$ cat config.mk
export PLATFORM = sky130hd
export DESIGN_NAME = fetch_stage
export DESIGN_NICKNAME = d
export VERILOG_FILES = /design/src/rtl/fetch_stage.sv
export SDC_FILE = /design/constraint.sdc
export NUM_CORES = 1
export LEC_CHECK = 0
export ABC_AREA = 1
export CAP_MARGIN = 20
export CELL_PAD_IN_SITES_DETAIL_PLACEMENT = 1
export CELL_PAD_IN_SITES_GLOBAL_PLACEMENT = 2
export CORE_MARGIN = 1.5
export CORE_UTILIZATION = 40
export CTS_CLUSTER_SIZE = 30
export DETAILED_ROUTE_END_ITERATION = 10
export HOLD_SLACK_MARGIN = 0.03
export PLACE_DENSITY_LB_ADDON = 0.2
export SLEW_MARGIN = 15
export SYNTH_ARGS = -nofsm -noshare
export SYNTH_HDL_FRONTEND = slang
export SYNTH_SLANG_ARGS = --single-unit
$ cat constraint.sdc
create_clock -name iClk -period 6.4 [get_ports iClk]
set_input_delay 1.92 -clock iClk [delete_from_list [all_inputs] [get_ports iClk]]
set_output_delay 1.92 -clock iClk [all_outputs]
set_load 0.005 [all_outputs]
$ cat src/rtl/fetch_stage.sv
// Instruction-fetch stage: PC register with a direct-mapped BTB and
// 2-bit saturating counters selecting the next fetch address.
module fetch_stage #(
    parameter int unsigned BTB_ENTRIES = 16,
    parameter logic [31:0] RESET_PC    = 32'h0000_0000
) (
    input  logic        iClk,
    input  logic        iRst,
    input  logic        iStallF,
    input  logic        iRecoverE,
    input  logic [31:0] iRecoverPCE,
    input  logic        iBranchE,
    input  logic        iTakenE,
    input  logic [31:0] iPCE,
    input  logic [31:0] iTargetE,
    output logic [31:0] oPCF,
    output logic        oTakeJBF,
    output logic [31:0] oNextPCF
);

    localparam int unsigned IW = $clog2(BTB_ENTRIES);
    localparam int unsigned TW = 30 - IW;

    logic [BTB_ENTRIES-1:0] valid;
    logic [TW-1:0]          tag_q [BTB_ENTRIES];
    logic [31:0]            tgt_q [BTB_ENTRIES];
    logic [1:0]             ctr_q [BTB_ENTRIES];

    logic [31:0]   pc;
    logic [IW-1:0] idx_f;
    logic [IW-1:0] idx_e;
    logic [TW-1:0] tag_f;
    logic [TW-1:0] tag_e;
    logic          hit_f;
    logic          hit_e;
    logic [1:0]    ctr_e;

    assign idx_f = pc[IW+1:2];
    assign tag_f = pc[31:IW+2];
    assign idx_e = iPCE[IW+1:2];
    assign tag_e = iPCE[31:IW+2];

    assign hit_f = valid[idx_f] && (tag_q[idx_f] == tag_f);
    assign hit_e = valid[idx_e] && (tag_q[idx_e] == tag_e);
    assign ctr_e = ctr_q[idx_e];

    assign oPCF     = pc;
    assign oTakeJBF = hit_f && ctr_q[idx_f][1];
    assign oNextPCF = oTakeJBF ? tgt_q[idx_f] : pc + 32'd4;

    always_ff @(posedge iClk) begin
        if (iRst) begin
            pc    <= RESET_PC;
            valid <= '0;
            for (int i = 0; i < BTB_ENTRIES; i++) begin
                ctr_q[i] <= 2'b01;
            end
        end else begin
            if (iRecoverE) begin
                pc <= iRecoverPCE;
            end else if (!iStallF) begin
                pc <= oNextPCF;
            end
            if (iBranchE) begin
                if (iTakenE) begin
                    valid[idx_e] <= 1'b1;
                    if (!hit_e) begin
                        ctr_q[idx_e] <= 2'b10;
                    end else if (ctr_e != 2'b11) begin
                        ctr_q[idx_e] <= ctr_e + 2'b01;
                    end
                end else if (hit_e && ctr_e != 2'b00) begin
                    ctr_q[idx_e] <= ctr_e - 2'b01;
                end
            end
        end
    end

    // Tag/target need no reset; rewriting the tag on a taken hit is harmless.
    always_ff @(posedge iClk) begin
        if (!iRst && iBranchE && iTakenE) begin
            tag_q[idx_e] <= tag_e;
            tgt_q[idx_e] <= iTargetE;
        end
    end

endmodule

# ---- Word-level counts from Yosys, hierarchy flattened
# Memory sizes are Yosys's and may differ from the RTL's. A register that Yosys moved wholly into a read port is not among the register bits.
# Cells that the tools add are included.
dict set report classes {
  addsub 3
  n_eq_ne 4
  muxes 40
  reduce_logical 11
  n_bitwise 3
  n_lt_le_gt_ge 3
}
# cell n
set op_table {}
lappend op_table {{$mux W32} 3}
lappend op_table {{$eq A26 B26 Y1} 2}
lappend op_table {{$add A32 B3 Y32 const B} 1}
lappend op_table {{$mux W4} 7}
lappend op_table {{$mux W1} 24}
lappend op_table {{$or A16 B16 Y16} 1}
lappend op_table {{$lt A4 B5 Y1 const B} 2}
lappend op_table {{$bmux W1 S4} 2}
lappend op_table {{$logic_and A1 B1 Y1} 7}
lappend op_table {{$mux W2} 3}
lappend op_table {{$demux W1 S4} 1}
lappend op_table {{$ge A4 B1 Y1 const B} 1}
lappend op_table {{$add A2 B1 Y2 const B} 1}
lappend op_table {{$ne A2 B1 Y1 const B} 1}
lappend op_table {{$ne A2 B2 Y1 const B} 1}
lappend op_table {{$or A1 B1 Y1} 2}
lappend op_table {{$reduce_and A2 Y1} 1}
lappend op_table {{$reduce_bool A2 Y1} 1}
lappend op_table {{$reduce_or A2 Y1} 1}
lappend op_table {{$sub A2 B1 Y2 const B} 1}
lappend op_table {{$logic_not A1 Y1} 1}
dict set report word_totals {
  ff_bits 48
  elab_cells 69
  inputBits 102
  mem_count 3
  ramBits 960
  output_inout_bits 65
}
# name depth word_bits read_ports rd_clocked_by_memory_dff wr line
set memory_table {}
lappend memory_table {tgt_q 16 32 1 1 1 26} ;# logic [31:0] tgt_q [BTB_ENTRIES];
lappend memory_table {tag_q 16 26 2 1 1 25} ;# logic [TW-1:0] tag_q [BTB_ENTRIES];
lappend memory_table {ctr_q 16 2 2 1 16 27} ;# logic [1:0] ctr_q [BTB_ENTRIES];

# ---- Logic depth before layout (Yosys ltp)
# Gate-level depths: netlist (run 1).
dict set report depth {
  word_depth 12
  ltp_mapped 22
  mapped_depth_nobuf 19
}

# ---- Least setup slack after synthesis (run 1)
# No wires, ideal clock.
dict set report synth_path {
  kind {input -> register}
  startpoint {input iPCE[2]}
  endpoint {memory tag_q[6][0] (netlist bit) (enable)}
  path_stages 8
  arrival_ns 5.376
  setup_ns 0.474
  n_path_buf 3
  setup_slack_ns 0.550
  path_cell_list {buf_2 -> nor2_4 -> buf_2 -> buf_2 -> inv_1 -> nor2_1 -> inv_1 -> nor2_1}
}
# item line
set synth_rtl {}
lappend synth_rtl {{start, declared} 14} ;# input logic [31:0] iPCE,
lappend synth_rtl {{end, declared} 25}
# No word-level cell before the write port.

==> flow_results.xml, run 1 <==
<?xml version="1.0" encoding="UTF-8"?>
<metrics>
  <group name="worst_setup_path">
    <metric name="end_kind" unit="">output pin</metric>
    <metric name="crit_fanout" unit="">67</metric>
    <metric name="rrSetupSlack" unit="ns">2.72</metric>
    <metric name="critPathRequiredTime" unit="ns">4.48</metric>
    <metric name="timing.critical_path.from_type" unit="">register</metric>
    <metric name="timing.critical_path.arrival" unit="ns">4.38</metric>
    <metric name="r2r_cells" unit="">16</metric>
    <metric name="timing.setup.critical_path_class" unit="">register to output pin</metric>
  </group>
  <group name="synth">
    <metric name="synth_area" unit="sq mm">0.04745</metric>
    <metric name="ys_seq_area_frac" unit="">0.6295</metric>
    <metric name="post_synth_edffs" unit="">960</metric>
    <metric name="ys_dominant_reg_cell" unit="">sky130_fd_sc_hd__edfxtp_1</metric>
    <metric name="synthDistinctLibCells" unit="">34</metric>
    <metric name="synth_nets" unit="">5047</metric>
    <metric name="synthesis.instances" unit="">4942</metric>
    <metric name="synthArstFlopShare" unit="">0</metric>
    <metric name="ys_top_cells_by_count" unit="">sky130_fd_sc_hd__nand2_1, sky130_fd_sc_hd__edfxtp_1, sky130_fd_sc_hd__nor2_1</metric>
    <metric name="synth_top_area_frac" unit="">0.6076</metric>
    <metric name="synthMostInstantiatedCell" unit="">sky130_fd_sc_hd__nand2_1</metric>
    <metric name="netlist_top_cells_area" unit="">sky130_fd_sc_hd__edfxtp_1, sky130_fd_sc_hd__nand2_1, sky130_fd_sc_hd__o21ai_0</metric>
    <metric name="yosys_warnings" unit="">0</metric>
    <metric name="synth-seq-cells" unit="">1012</metric>
    <metric name="synthDominantAreaCellType" unit="">sky130_fd_sc_hd__edfxtp_1</metric>
    <metric name="syn-mean-instance-area" unit="sq um">9.601</metric>
  </group>
  <group name="power">
    <metric name="internal_power" unit="mW">11.56</metric>
    <metric name="finalPower" unit="mW">15.63</metric>
    <metric name="pwr-share-seq" unit="">0.471</metric>
    <metric name="power.share.switching" unit="">0.2606</metric>
    <metric name="total_switching_power" unit="mW">4.073</metric>
    <metric name="power_density_over_the_cells" unit="mW/mm^2">280.4</metric>
    <metric name="power_frac_clock" unit="">0.421</metric>
    <metric name="static-leakage-power" unit="nW">20.96</metric>
    <metric name="power_frac_comb" unit="">0.108</metric>
    <metric name="highest_ir_drop_seen_on_vdd" unit="mV">0.2689</metric>
  </group>
  <group name="clocking">
    <metric name="clockRootBuffer" unit="">sky130_fd_sc_hd__clkbuf_16</metric>
    <metric name="clk_transition_reported_paths" unit="ns">0.06</metric>
    <metric name="cts_tree" unit="">built</metric>
    <metric name="clk_latency" unit="ns">0.73</metric>
    <metric name="clock_path_buffers" unit="">3</metric>
    <metric name="cts.htree.levels" unit="">3</metric>
    <metric name="cts_hold_buffers" unit="">0</metric>
    <metric name="numCtsBuffers" unit="">113</metric>
    <metric name="clock-sinks" unit="">1012</metric>
  </group>
  <group name="floorplan">
    <metric name="i_o_pin_count" unit="">167</metric>
    <metric name="die_area" unit="sq mm">0.1207</metric>
    <metric name="die_x" unit="um">347.4</metric>
    <metric name="floorplan.initialDensity" unit="">0.4029</metric>
    <metric name="rows" unit="">126</metric>
    <metric name="fp.coreArea" unit="sq mm">0.1178</metric>
    <metric name="die_y" unit="um">347.4</metric>
  </group>
  <group name="placement">
    <metric name="dpl_cell_area" unit="sq mm">0.05155</metric>
    <metric name="pre_cts_slack" unit="ns">0.5436</metric>
    <metric name="globalplace.congestion" unit="">0.8739</metric>
    <metric name="port_buffers" unit="">164</metric>
    <metric name="dp_hpwl" unit="um">105400</metric>
  </group>
  <group name="grt">
    <metric name="total_track_usage" unit="">0.2958</metric>
    <metric name="grt_util_met1" unit="">0.3800</metric>
    <metric name="use_met2" unit="">0.5111</metric>
    <metric name="global_route_wire_length_before_repair" unit="um">260400</metric>
    <metric name="busiest_layer" unit="">met2</metric>
    <metric name="antenna_found_initial" unit="">5</metric>
    <metric name="grt_max_degree" unit="">181</metric>
    <metric name="globalRouteMet3Util" unit="">0.04093</metric>
    <metric name="first_global_vias" unit="">38050</metric>
    <metric name="grt_remaining_overflow" unit="">0</metric>
  </group>
  <group name="timing">
    <metric name="timing.final.ws_setup" unit="ns">0.09506</metric>
    <metric name="tightestPinTransition" unit="ns">0.8299</metric>
    <metric name="slew_headroom" unit="">0.4454</metric>
    <metric name="hold_viol" unit="">0</metric>
    <metric name="finalSetupViolations" unit="">0</metric>
    <metric name="fmax" unit="MHz">158.6</metric>
    <metric name="final_max_slew_viol_count" unit="">0</metric>
    <metric name="final.min_clock_period" unit="ns">6.305</metric>
    <metric name="skew" unit="ns">0.02476</metric>
    <metric name="post-route-period-util" unit="">0.9851</metric>
    <metric name="finalSetupTns" unit="ns">0</metric>
  </group>
  <group name="finish">
    <metric name="layout.filler_cells" unit="">13080</metric>
    <metric name="fraction_of_layout_instances_using_a_drive_strength_above_1" unit="">0.07749</metric>
    <metric name="final_cell_area" unit="sq mm">0.05575</metric>
    <metric name="final_nets" unit="">5179</metric>
    <metric name="flow.area_growth_from_synthesis" unit="%">17.50</metric>
    <metric name="post-route-util" unit="">0.4734</metric>
  </group>
  <group name="run">
    <metric name="max_cap_violations" unit="">0</metric>
  </group>
  <group name="hold_path">
    <metric name="hold_path_depth" unit="">2</metric>
    <metric name="min_path_type" unit="">register to register</metric>
    <metric name="hold_path_startpoint" unit="">valid[1]$_SDFFE_PP0P_</metric>
    <metric name="endpoint_worst_hold" unit="">valid[1]$_SDFFE_PP0P_</metric>
  </group>
  <group name="detailed_routing">
    <metric name="detailedRoute.firstIterationViolations" unit="">3033</metric>
    <metric name="antenna_nets_post_route" unit="">0</metric>
    <metric name="vias_per_cell" unit="">5.598</metric>
    <metric name="totalWireLength" unit="um">181600</metric>
    <metric name="dr_total_vias" unit="">37580</metric>
    <metric name="detail_route.wl_per_cell" unit="um">27.05</metric>
    <metric name="remaining_drc_errors" unit="">0</metric>
    <metric name="drt_pass1_iterations" unit="">5</metric>
  </group>
  <group name="outcome">
    <metric name="status" unit="">finished clean</metric>
  </group>
</metrics>
==> layer usage <==
metal	wire length, um	vias up
met5	13	-
met4	6957	2
met3	10210	311
met2	88320	1074
met1	76090	19050
li1	-	17150
==> area by class of cell <==
| type | instances | area (sq um) | share of cell area |
|---|---|---|---|
| Clock buffer | 143 | 2972 | 0.05330 |
| Clock inverter | 73 | 737.0 | 0.01322 |
| Multi-Input combinational cell | 3126 | 14770 | 0.2649 |
| Antenna cell | 2 | 5.005 | 0.00008977 |
| Inverter | 517 | 1983 | 0.03557 |
| Tap cell | 1536 | 1922 | 0.03447 |
| Timing Repair Buffer | 303 | 3458 | 0.06203 |
| Timing Repair inverter | 1 | 20.02 | 0.0003591 |
| Sequential cell | 1012 | 29880 | 0.5360 |
==> flip-flops by register name, summed over array words and instances (netlist names), named ones only <==
register and flops:
valid 16, ctr_q 32, tag_q 416, tgt_q 512
oPCF 32
==> power by group through the flow <==
| stage | sequential, mW | clock, mW | combinational, mW |
|---|---|---|---|
| 2_1_floorplan | 7.48 | 0 | 0.862 |
| 3_3_place_gp | 7.50 | 0 | 1.60 |
| 3_5_place_dp | 7.51 | 0 | 1.62 |
| 4_1_cts | 7.37 | 6.66 | 1.64 |
| 5_1_grt | 7.37 | 6.89 | 1.82 |
| 6_report | 7.37 | 6.58 | 1.69 |
==> logic make-up (layout without fill, tap and decap cells) <==
kind of cell | Yosys count | count (layout) | share of synthesized area
buffers and inverters | 804 | 1037 | 0.06674
other | 0 | 2 | 0
adder cells (fa/ha/maj) | 3 | 3 | 0.0007912
AND/OR/NAND/NOR | 2279 | 2279 | 0.1973
flip-flops | 1012 | 1012 | 0.6295
AO/OA/AOI/OAI | 817 | 817 | 0.1007
XOR/XNOR | 27 | 27 | 0.004984
==> through the flow <==
| stage | std cells | hold slack (ns) |
|---|---|---|
| final | 6713 | 0.5053 |
| after global routing | 6711 | 0.5205 |
| after CTS | 6700 | 0.5035 |
| after detailed placement | 6482 | 0.4948 |
| after global placement | 6482 | 0.4863 |
| after floorplan | 4942 | 0.4507 |
==> critical path, stage by stage (launching register included) <==
cell and delay, ns:
sky130_fd_sc_hd__dfxtp_4 0.47, sky130_fd_sc_hd__buf_4 0.17, sky130_fd_sc_hd__buf_16 0.25, sky130_fd_sc_hd__nand2_1 0.09, sky130_fd_sc_hd__o21ai_0 0.09, sky130_fd_sc_hd__nand2_1 0.07
sky130_fd_sc_hd__nand3_1 0.09, sky130_fd_sc_hd__nand3_1 0.38, sky130_fd_sc_hd__nand3_1 0.25, sky130_fd_sc_hd__nand2_1 0.08, sky130_fd_sc_hd__nor2_1 0.12, sky130_fd_sc_hd__nand2_1 0.10
sky130_fd_sc_hd__nor2_4 0.23, sky130_fd_sc_hd__nand2_8 0.19, sky130_fd_sc_hd__nand2_1 0.13, sky130_fd_sc_hd__and2_1 0.29, sky130_fd_sc_hd__clkdlybuf4s50_1 0.56
==> cells in the final DEF (no fill, tap or decap), types with 11 or more instances in the layout <==
cell type | netlist | layout
sky130_fd_sc_hd__buf_12 | 0 | 48
sky130_fd_sc_hd__clkinv_1 | 1 | 23
sky130_fd_sc_hd__o22ai_1 | 51 | 51
sky130_fd_sc_hd__nand3_2 | 0 | 26
sky130_fd_sc_hd__buf_4 | 6 | 82
sky130_fd_sc_hd__xor2_1 | 27 | 27
sky130_fd_sc_hd__nand3_1 | 446 | 416
sky130_fd_sc_hd__o21ai_0 | 458 | 458
sky130_fd_sc_hd__o211ai_1 | 70 | 70
sky130_fd_sc_hd__edfxtp_1 | 960 | 960
sky130_fd_sc_hd__inv_1 | 512 | 510
sky130_fd_sc_hd__a22oi_1 | 28 | 28
sky130_fd_sc_hd__clkdlybuf4s50_1 | 0 | 163
sky130_fd_sc_hd__bufinv_16 | 0 | 11
sky130_fd_sc_hd__or2_2 | 22 | 22
sky130_fd_sc_hd__nor2_4 | 3 | 23
sky130_fd_sc_hd__nand2_1 | 1137 | 1137
sky130_fd_sc_hd__dfxtp_1 | 52 | 48
sky130_fd_sc_hd__nand4_1 | 34 | 34
sky130_fd_sc_hd__nor3_1 | 15 | 14
sky130_fd_sc_hd__a21oi_1 | 105 | 105
sky130_fd_sc_hd__nor2_1 | 595 | 575
sky130_fd_sc_hd__clkbuf_1 | 159 | 28
sky130_fd_sc_hd__clkinv_2 | 0 | 25
sky130_fd_sc_hd__o221ai_1 | 96 | 96
sky130_fd_sc_hd__clkbuf_16 | 0 | 117
==> repair_timing <==
action	CTS	global route
setup buffers	0	7
endpoints found under the setup margin	27	33
pin swaps	0	2
resized for setup	12	44
gates cloned	2	4
==> worst max-delay path by stage <==
stage              from                     to  cells after the start
2_1_floorplan   iPCE[2]  tag_q[6][0]$_DFFE_PP_                      8
3_3_place_gp   register           oNextPCF[30]                     18
4_1_cts        register           oNextPCF[30]                     18
6_report       register           oNextPCF[25]                     16
3_5_place_dp   register           oNextPCF[30]                     18
5_1_grt        register           oNextPCF[27]                     19
Power figures use the tool's default switching activity.
==> run 2, diff against run 1 <==
--- a/config.mk
+++ b/config.mk
@@ -15,7 +15,7 @@
 export DETAILED_ROUTE_END_ITERATION = 10
 export HOLD_SLACK_MARGIN = 0.03
 export PLACE_DENSITY_LB_ADDON = 0.2
-export SLEW_MARGIN = 15
+export RECOVER_POWER = 50
 export SYNTH_ARGS = -nofsm -noshare
 export SYNTH_HDL_FRONTEND = slang
 export SYNTH_SLANG_ARGS = --single-unit
==> flow_results.xml, run 2 (same netlist as run 1, synthesis figures left out) <==
<?xml version="1.0" encoding="UTF-8"?>
<metrics>
  <group name="grt">
    <metric name="grt_remaining_overflow" unit="">0</metric>
    <metric name="antenna_found_initial" unit="">16</metric>
    <metric name="total_track_usage" unit="">0.2958</metric>
    <metric name="grt_max_degree" unit="">181</metric>
    <metric name="first_global_vias" unit="">38050</metric>
    <metric name="global_route_wire_length_before_repair" unit="um">260400</metric>
  </group>
  <group name="clocking">
    <metric name="clock-sinks" unit="">1012</metric>
    <metric name="clk_transition_reported_paths" unit="ns">0.06</metric>
    <metric name="numCtsBuffers" unit="">113</metric>
    <metric name="cts_tree" unit="">built</metric>
    <metric name="cts.htree.levels" unit="">3</metric>
    <metric name="clk_latency" unit="ns">0.73</metric>
    <metric name="clock_path_buffers" unit="">3</metric>
    <metric name="cts_hold_buffers" unit="">0</metric>
    <metric name="clockRootBuffer" unit="">sky130_fd_sc_hd__clkbuf_16</metric>
  </group>
  <group name="detailed_routing">
    <metric name="detail_route.wl_per_cell" unit="um">27.06</metric>
    <metric name="antenna_nets_post_route" unit="">0</metric>
    <metric name="detailedRoute.firstIterationViolations" unit="">3039</metric>
    <metric name="drt_pass1_iterations" unit="">5</metric>
    <metric name="dr_total_vias" unit="">37640</metric>
    <metric name="totalWireLength" unit="um">181700</metric>
    <metric name="remaining_drc_errors" unit="">0</metric>
    <metric name="vias_per_cell" unit="">5.605</metric>
  </group>
  <group name="timing">
    <metric name="hold_viol" unit="">0</metric>
    <metric name="tightestPinTransition" unit="ns">0.9631</metric>
    <metric name="timing.final.ws_setup" unit="ns">0.09047</metric>
    <metric name="slew_headroom" unit="">0.3580</metric>
    <metric name="final.min_clock_period" unit="ns">6.310</metric>
    <metric name="final_max_slew_viol_count" unit="">0</metric>
    <metric name="finalSetupViolations" unit="">0</metric>
    <metric name="fmax" unit="MHz">158.5</metric>
    <metric name="hold_ws" unit="ns">0.5066</metric>
    <metric name="skew" unit="ns">0.02297</metric>
    <metric name="post-route-period-util" unit="">0.9859</metric>
  </group>
  <group name="placement">
    <metric name="globalplace.congestion" unit="">0.8739</metric>
    <metric name="port_buffers" unit="">164</metric>
    <metric name="pre_cts_slack" unit="ns">0.5436</metric>
    <metric name="placedCellCount" unit="">6482</metric>
    <metric name="dp_hpwl" unit="um">105400</metric>
  </group>
  <group name="worst_setup_path">
    <metric name="critPathRequiredTime" unit="ns">4.48</metric>
    <metric name="r2r_cells" unit="">16</metric>
    <metric name="rrSetupSlack" unit="ns">2.71</metric>
    <metric name="timing.critical_path.arrival" unit="ns">4.39</metric>
    <metric name="timing.critical_path.from_type" unit="">register</metric>
    <metric name="timing.setup.critical_path_class" unit="">register to output pin</metric>
    <metric name="end_kind" unit="">output pin</metric>
    <metric name="timing.critical_path.to" unit="">oNextPCF[25]</metric>
    <metric name="crit_fanout" unit="">67</metric>
  </group>
  <group name="finish">
    <metric name="flow.area_growth_from_synthesis" unit="%">17.44</metric>
    <metric name="post_layout_nonfiller_instances" unit="">6714</metric>
    <metric name="layout.cells.most_common_list" unit="">sky130_fd_sc_hd__nand2_1, sky130_fd_sc_hd__edfxtp_1, sky130_fd_sc_hd__nor2_1</metric>
    <metric name="fraction_of_layout_instances_using_a_drive_strength_above_1" unit="">0.07614</metric>
    <metric name="biggestRegsByFlops" unit="">tgt_q x512, tag_q x416</metric>
    <metric name="final_common_cell" unit="">sky130_fd_sc_hd__nand2_1</metric>
    <metric name="combined_area_of_the_multi_input_logic_cells" unit="sq mm">0.01476</metric>
    <metric name="layout.filler_cells" unit="">13090</metric>
    <metric name="final_nets" unit="">5179</metric>
    <metric name="area.sequential" unit="sq mm">0.02988</metric>
    <metric name="largest_register_ffs" unit="">512</metric>
    <metric name="largest_register" unit="">tgt_q</metric>
  </group>
  <group name="floorplan">
    <metric name="i_o_pin_count" unit="">167</metric>
    <metric name="die_x" unit="um">347.4</metric>
    <metric name="die_area" unit="sq mm">0.1207</metric>
    <metric name="rows" unit="">126</metric>
    <metric name="floorplan.initialDensity" unit="">0.4029</metric>
    <metric name="die_y" unit="um">347.4</metric>
    <metric name="fp.coreArea" unit="sq mm">0.1178</metric>
  </group>
  <group name="power">
    <metric name="highest_ir_drop_seen_on_vdd" unit="mV">0.2688</metric>
    <metric name="static-leakage-power" unit="nW">20.95</metric>
    <metric name="finalPower" unit="mW">15.62</metric>
    <metric name="power_density_over_the_cells" unit="mW/mm^2">280.4</metric>
  </group>
  <group name="hold_path">
    <metric name="min_path_type" unit="">register to register</metric>
  </group>
  <group name="outcome">
    <metric name="status" unit="">finished clean</metric>
  </group>
  <group name="run">
    <metric name="max_cap_violations" unit="">0</metric>
  </group>
</metrics>
==> run 2: changes by cell type in the layout (fill, tap and decap cells not counted), sizes merged <==
cell,change
dlygate4sd3,+59
diode,+1
clkbuf,+5
buf,-5
clkdlybuf4s50,-59
==> run 2: cell type report <==
type | count | share of cell area
antenna | 3 | 0.0001347
clock buffer | 143 | 0.05333
clock inverter | 73 | 0.01323
inverter | 517 | 0.03559
multi-input combinational | 3126 | 0.2649
sequential | 1012 | 0.5363
tap | 1536 | 0.03449
timing repair buffer | 303 | 0.06173
timing repair inverter | 1 | 0.0003593
==> run 2: worst min-delay path by stage <==
stage,slack [ns],startpoint,end,cells after the start
detailed placement,0.49,valid[1]$_SDFFE_PP0P_,valid[1]$_SDFFE_PP0P_,2
finish,0.51,valid[1]$_SDFFE_PP0P_,valid[1]$_SDFFE_PP0P_,2
CTS,0.50,valid[1]$_SDFFE_PP0P_,valid[1]$_SDFFE_PP0P_,2
global placement,0.49,valid[1]$_SDFFE_PP0P_,valid[1]$_SDFFE_PP0P_,2
global route,0.52,valid[1]$_SDFFE_PP0P_,valid[1]$_SDFFE_PP0P_,2
floorplan,0.45,valid[15]$_SDFFE_PP0P_,valid[15]$_SDFFE_PP0P_,2
==> run 2: power by group <==
group | switching, mW | internal [mW] | leakage (nW)
sequential | 0.0568 | 7.31 | 9.09
clock | 2.83 | 3.75 | 1.80
combinational | 1.18 | 0.490 | 10.1
total | 4.07 | 11.5 | 21.0
==> run 2: per-stage QoR <==
| step | util | area [sq um] | TNS (ns) |
|---|---|---|---|
| detailed placement | 0.4378 | 51550 | 0 |
| finish | 0.4732 | 55720 | 0 |
| global placement | 0.4378 | 51550 | 0 |
| CTS | 0.4703 | 55390 | 0 |
| global route | 0.4731 | 55720 | -0.01566 |
| floorplan | - | 47450 | 0 |
==> run 2: critical path, stage by stage, from the launching register on <==
cell	delay, ns
sky130_fd_sc_hd__dfxtp_4	0.47
sky130_fd_sc_hd__buf_4	0.17
sky130_fd_sc_hd__buf_16	0.25
sky130_fd_sc_hd__nand2_1	0.09
sky130_fd_sc_hd__o21ai_0	0.09
sky130_fd_sc_hd__nand2_1	0.07
sky130_fd_sc_hd__nand3_1	0.09
sky130_fd_sc_hd__nand3_1	0.39
sky130_fd_sc_hd__nand3_1	0.25
sky130_fd_sc_hd__nand2_1	0.08
sky130_fd_sc_hd__nor2_1	0.12
sky130_fd_sc_hd__nand2_1	0.10
sky130_fd_sc_hd__nor2_4	0.23
sky130_fd_sc_hd__nand2_8	0.19
sky130_fd_sc_hd__nand2_1	0.13
sky130_fd_sc_hd__and2_1	0.29
sky130_fd_sc_hd__clkdlybuf4s50_1	0.56
==> run 2: routing by layer <==
metal | track usage | vias up | routed length, um
met5 | 0 | - | 23
met4 | 0.1024 | 4 | 7198
met3 | 0.04093 | 335 | 10050
met2 | 0.5111 | 1064 | 88280
met1 | 0.3800 | 19080 | 76120
li1 | - | 17150 | -
==> run 2: what timing repair did <==
item | 4_1_cts | 5_1_grt
endpoints found under the setup margin | 27 | 33
endpoints found under the hold margin | 0 | 0
buffers inserted | 0 | 7
pin swaps | 0 | 2
gates cloned | 2 | 4
resized for setup | 12 | 44
